===== src/rtl/pipe_if.sv =====
// Instruction-fetch stage with IF/ID pipeline register and handshaked instruction memory.
// Optional build macro IF_STALL_CNT_EN adds the IFstallcnt stall-cycle counter.
module pipe_if #(
   parameter logic [31:0] RESET_PC = 32'h0000_0000,
   parameter logic [31:0] NOP_INST = 32'h0000_0000
) (
   input  logic        clk,
   input  logic        rst,
   input  logic        IFwip,
   input  logic        IDwir,
   input  logic [1:0]  pcsource,
   input  logic [31:0] bpc,
   input  logic [31:0] rpc,
   input  logic [31:0] jpc,
   output logic        imem_req,
   output logic [31:0] imem_addr,
   input  logic        imem_ack,
   input  logic [31:0] imem_rdata,
   output logic [31:0] IFpc,
   output logic [31:0] IDinst,
   output logic [31:0] IDpc4,
   output logic        IDvalid,
   output logic [31:0] IFstallcnt
);

   typedef enum logic [1:0] {
      FETCH = 2'b00,
      WAIT  = 2'b01,
      HOLD  = 2'b10
   } state_t;

   state_t      state_r;
   logic [31:0] pc_r;
   logic [31:0] buf_r;
   logic        discard_r;

   logic        redirect_s;
   logic        advance_s;
   logic        deliver_s;
   logic [31:0] pc4_s;
   logic [31:0] target_s;
   logic [31:0] deliver_inst_s;

   assign pc4_s          = pc_r + 32'd4;
   assign redirect_s     = IDwir & IDvalid & (pcsource != 2'b00);
   assign advance_s      = IFwip & IDwir;
   assign deliver_inst_s = (state_r == HOLD) ? buf_r : imem_rdata;
   // A word reaches IF/ID only from a live (non-discarded) ack or from the hold buffer.
   assign deliver_s      = ~redirect_s & advance_s &
                           (((state_r == WAIT) & imem_ack & ~discard_r) | (state_r == HOLD));
   assign imem_addr      = pc_r;
   assign IFpc           = pc_r;

   // Next-PC target selection for taken redirects
   always_comb begin
      target_s = pc4_s;
      case (pcsource)
         2'b01:   target_s = bpc;
         2'b10:   target_s = rpc;
         2'b11:   target_s = jpc;
         default: target_s = pc4_s;
      endcase
   end

   // Fetch FSM, PC, request handshake, discard flag and hold buffer
   always_ff @(posedge clk or posedge rst) begin
      if (rst) begin
         state_r   <= FETCH;
         pc_r      <= RESET_PC;
         imem_req  <= 1'b0;
         discard_r <= 1'b0;
         buf_r     <= 32'h0000_0000;
      end else if (redirect_s) begin
         pc_r <= target_s;
         case (state_r)
            WAIT: begin
               // Without an ack the request stays up; its late data is dropped via discard.
               if (imem_ack) begin
                  imem_req  <= 1'b0;
                  discard_r <= 1'b0;
                  state_r   <= FETCH;
               end else begin
                  discard_r <= 1'b1;
                  state_r   <= WAIT;
               end
            end
            default: begin
               imem_req <= 1'b0;
               state_r  <= FETCH;
            end
         endcase
      end else begin
         case (state_r)
            FETCH: begin
               imem_req <= 1'b1;
               state_r  <= WAIT;
            end
            WAIT: begin
               if (imem_ack) begin
                  imem_req <= 1'b0;
                  if (discard_r) begin
                     discard_r <= 1'b0;
                     state_r   <= FETCH;
                  end else if (advance_s) begin
                     pc_r    <= pc4_s;
                     state_r <= FETCH;
                  end else begin
                     buf_r   <= imem_rdata;
                     state_r <= HOLD;
                  end
               end else begin
                  state_r <= WAIT;
               end
            end
            HOLD: begin
               if (advance_s) begin
                  pc_r    <= pc4_s;
                  state_r <= FETCH;
               end else begin
                  state_r <= HOLD;
               end
            end
            default: begin
               imem_req <= 1'b0;
               state_r  <= FETCH;
            end
         endcase
      end
   end

   // IF/ID register: redirect bubble, delivery, idle bubble or hold
   always_ff @(posedge clk or posedge rst) begin
      if (rst) begin
         IDinst  <= NOP_INST;
         IDpc4   <= 32'h0000_0000;
         IDvalid <= 1'b0;
      end else if (redirect_s) begin
         IDinst  <= NOP_INST;
         IDvalid <= 1'b0;
      end else if (deliver_s) begin
         IDinst  <= deliver_inst_s;
         IDpc4   <= pc4_s;
         IDvalid <= 1'b1;
      end else if (IDwir) begin
         IDinst  <= NOP_INST;
         IDvalid <= 1'b0;
      end else begin
         IDinst  <= IDinst;
         IDvalid <= IDvalid;
      end
   end

`ifdef IF_STALL_CNT_EN
   logic [31:0] stallcnt_r;

   // Count cycles in which the PC is held by a load-use stall
   always_ff @(posedge clk or posedge rst) begin
      if (rst) begin
         stallcnt_r <= 32'h0000_0000;
      end else if (!IFwip) begin
         stallcnt_r <= stallcnt_r + 32'd1;
      end else begin
         stallcnt_r <= stallcnt_r;
      end
   end

   assign IFstallcnt = stallcnt_r;
`else
   assign IFstallcnt = 32'h0000_0000;
`endif

endmodule


===== config.mk =====
export PLATFORM = sky130hd
export DESIGN_NAME = pipe_if
export DESIGN_NICKNAME = d
export VERILOG_FILES = /design/src/rtl/pipe_if.sv
export SDC_FILE = /design/constraint.sdc
export NUM_CORES = 1
export LEC_CHECK = 0
export BUFFER_PORTS_ARGS = -buffer_cell sky130_fd_sc_hd__buf_2
export CAP_MARGIN = 40
export CORE_UTILIZATION = 53
export DETAILED_ROUTE_END_ITERATION = 8
export GPL_ROUTABILITY_DRIVEN = 0
export PLACE_DENSITY = 0.87
export SYNTH_ARGS = -nofsm -noshare
export SYNTH_HDL_FRONTEND = slang
export SYNTH_SLANG_ARGS = --single-unit

===== constraint.sdc =====
create_clock -name clk -period 7.3 [get_ports clk]
set_clock_uncertainty 0.05 [all_clocks]
set_input_delay 0 -clock clk [delete_from_list [all_inputs] [get_ports clk]]
set_output_delay 0 -clock clk [all_outputs]
set_load 0.01 [all_outputs]

==> out/metrics.cfg <==
[floorplanning]
rows=42
core_um2=13400
die-area_um2=14300
ios=297
dieWidth_um=120
initial_core_util_pct=54.9
fp.dieH_um=120

[worst_setup_path]
crit_type=reg -> reg
critPathRequiredTime_ns=7.54
critPathBufInv=1
crit_chain=and4bb_2 -> o211a_1 -> nand2_4 -> buf_16 -> nand2_1 -> o21ai_0
start_kind=flop
crit_path_max_incr_delay_ns=0.70
path_max_fanout=68
cp.arrival_ns=2.82
critPathTopFamily=simple AND/OR/NAND/NOR gates
cp-end-kind=flop
crit_path_top_delay_cell=o211a_1

[sta]
max_freq_ghz=0.388
min_period_over_period_pct=35.3
hold_viol_final=0
setup_viol=0
drv_slew=0
timing.slew.headroom_pct=41.7
period_needed_ns=2.58
worst_slew_pin_slew_ns=0.872
setup_ws_ns=4.72
tns_ns=0
rsz0062_at_grt=false

[global_route]
grt_usage_pct=32.1
grt_max_degree=69
antenna_found_initial=0
grt_pass1_wl_mm=35.2
grt_pass1_vias=6902
overflow=0

[cts]
post_cts_buffers=0
root_buffer=clkbuf_16
h-tree-depth=4
clock_latency_ns=0.43
cts_tree=done
cts_made_buffers=17
cts_resized=0
path_clk_slew_ns=0.06
ctsLongestPathBuffers=2
clock-sinks=133

[cells_and_area]
nets=1151
diodes=0
final_cell_area_um2=9930
syn2layout_area_growth_pct=35.1
drive_gt1_share_pct=37.1
layout.cells.non_filler=1204

[yosys]
ys.warnings.count=0
synth_edf_count=0
synthArstFlopShare_pct=100
synth_seq_cells=133
ys.flop_type=dfrtp_1
ys_types=40
netlist_area_um2=7350
seq_area_frac_synth_pct=45.3
synth.avg_cell_area_um2=10.3
synthCells=715

[run_status]
status=finished clean

[detailed_routing]
wl_per_cell_um=18.8
drt.antenna.violating_nets=0
dr.pass1.iters=5
routed_wl_mm=22.6
initialDrtViolationCount=518
drc=0
num_vias=6830
viasPerCell=5.67

[job]
cap_viol_max_count=0

[placement]
placed_cells=1078
place_ws_ns=4.75
post-dp-hpwl_mm=13.4
placedInstanceArea_um2=8420
io_buffers=264

[pwr]
max-vdd-ir-drop_uv=217
p_leak_uw=0.00471
p_per_area_nw_per_um2=358

[min_path]
hold_class=in -> reg

## synth_stat cells, types with 3 or more instances
cell type | n | share of area, %
a221oi_1 | 31 | 3.7
nand4_1 | 15 | 1.3
mux2_2 | 65 | 10
nand3_1 | 16 | 1.1
buf_2 | 21 | 1.4
xnor2_1 | 25 | 3.0
inv_1 | 37 | 1.9
dfrtp_1 | 133 | 45
and3_1 | 7 | 0.60
a21oi_1 | 33 | 2.2
nor2b_1 | 3 | 0.26
o21ai_0 | 30 | 2.0
nor3_1 | 5 | 0.34
nand2_1 | 50 | 2.6
clkbuf_1 | 22 | 1.1
o22ai_1 | 33 | 2.8
xor2_1 | 31 | 3.7
buf_4 | 67 | 6.8
nor2_1 | 20 | 1.0
and4_1 | 7 | 0.83
mux2i_1 | 33 | 4.5
and2_1 | 4 | 0.34
buf_1 | 5 | 0.26
## power breakdown
| group | leakage [uW] | switching (uW) | internal, uW |
|---|---|---|---|
| Clock | 0.000285 | 362 | 482 |
| Sequential | 0.00165 | 336 | 1040 |
| Combinational | 0.00277 | 701 | 636 |
| Total | 0.00471 | 1400 | 2160 |
## what timing repair did
item | 4_1_cts | 5_1_grt
hold buffers | 94 | 0
endpoints found under the setup margin | 0 | 0
endpoints found under the hold margin | 151 | 0
## layer usage
metal	vias to the layer above	routed length [um]	part of all wire [%]	GRT usage, %
li1	3028	-	-	-
met1	3291	8760	39	37.9
met2	428	11300	50	55.0
met3	83	1560	6.9	6.42
met4	0	924	4.1	17.3
met5	-	0	0	0
## worst paths after layout
check	start	to	cells past startpoint	slack, ns
worst max-delay path	state_r[0]	IDpc4[23]	6	4.72
worst max register to register	state_r[0]	IDpc4[23]	6	4.72
max in group asynchronous	rst	IDpc4[4]	5	6.04
worst min-delay path	jpc[11]	IFpc[11]	4	0.03
min in group asynchronous	rst	IDinst[20]	3	0.10
worst min register to register	IDpc4[15]	IDpc4[15]	2	0.42
## logic make-up after synthesis
group | share of synthesized area (%)
AND/OR/NAND/NOR | 9.85
AO/OA/AOI/OAI | 11.7
multiplexers | 14.6
flip-flops | 45.3
other | 0.0510
adder cells (fa/ha/maj) | 0.170
buffers and inverters | 11.7
XOR/XNOR | 6.67
## placed cells by master, fill, tap and decap left out, types with 2 or more instances in the layout
cell | netlist | layout
buf_4 | 67 | 6
o22ai_1 | 33 | 33
nor4_4 | 2 | 2
and3_1 | 7 | 7
buf_16 | 0 | 2
a21oi_1 | 33 | 33
nor3_1 | 5 | 5
mux2i_1 | 33 | 33
dlygate4sd3_1 | 0 | 94
nand3_1 | 16 | 16
a31oi_1 | 2 | 2
mux2_2 | 65 | 65
inv_1 | 37 | 36
o21ai_1 | 2 | 2
inv_8 | 0 | 2
and2_1 | 4 | 4
buf_2 | 21 | 264
xnor2_1 | 25 | 25
inv_6 | 0 | 10
o21ai_0 | 30 | 30
dfrtp_1 | 133 | 133
nand2_1 | 50 | 48
nand4_2 | 2 | 2
nor2_1 | 20 | 20
and4_1 | 7 | 7
o21a_1 | 2 | 2
a221oi_1 | 31 | 31
nand4_1 | 15 | 15
xor2_1 | 31 | 31
conb_1 | 1 | 32
clkbuf_16 | 0 | 17
## tightest hold or removal path: stages
cell and delay, ns:
buf_2 0.07, mux2_2 0.13, a221oi_1 0.11, a21oi_1 0.14
## area by class of cell
type	instances	area (um2)
multi-input combinational	460	3300
inverter	37	144
tap	176	220
clock inverter	15	153
timing repair buffer	366	2360
clock buffer	17	425
sequential	133	3330
fill	863	3470
## per-stage QoR
step	utilization [%]	total power [uW]	hold slack (ns)
6_report	74.1	3560	0.0266
5_1_grt	74.1	3750	0.0158
4_1_cts	74.1	3540	0.00580
3_5_place_dp	62.8	2640	0.0129
3_3_place_gp	62.4	2570	0.0146
2_1_floorplan	-	2230	0.0357
## state kept, by name, indices dropped and copies added, names as in the netlist
register,cells
IDpc4,32
IDvalid,1
IFpc,32
imem_req,1
discard_r,1
buf_r,32
state_r,2
IDinst,32
No activity file was read; power rests on OpenSTA's default activity.
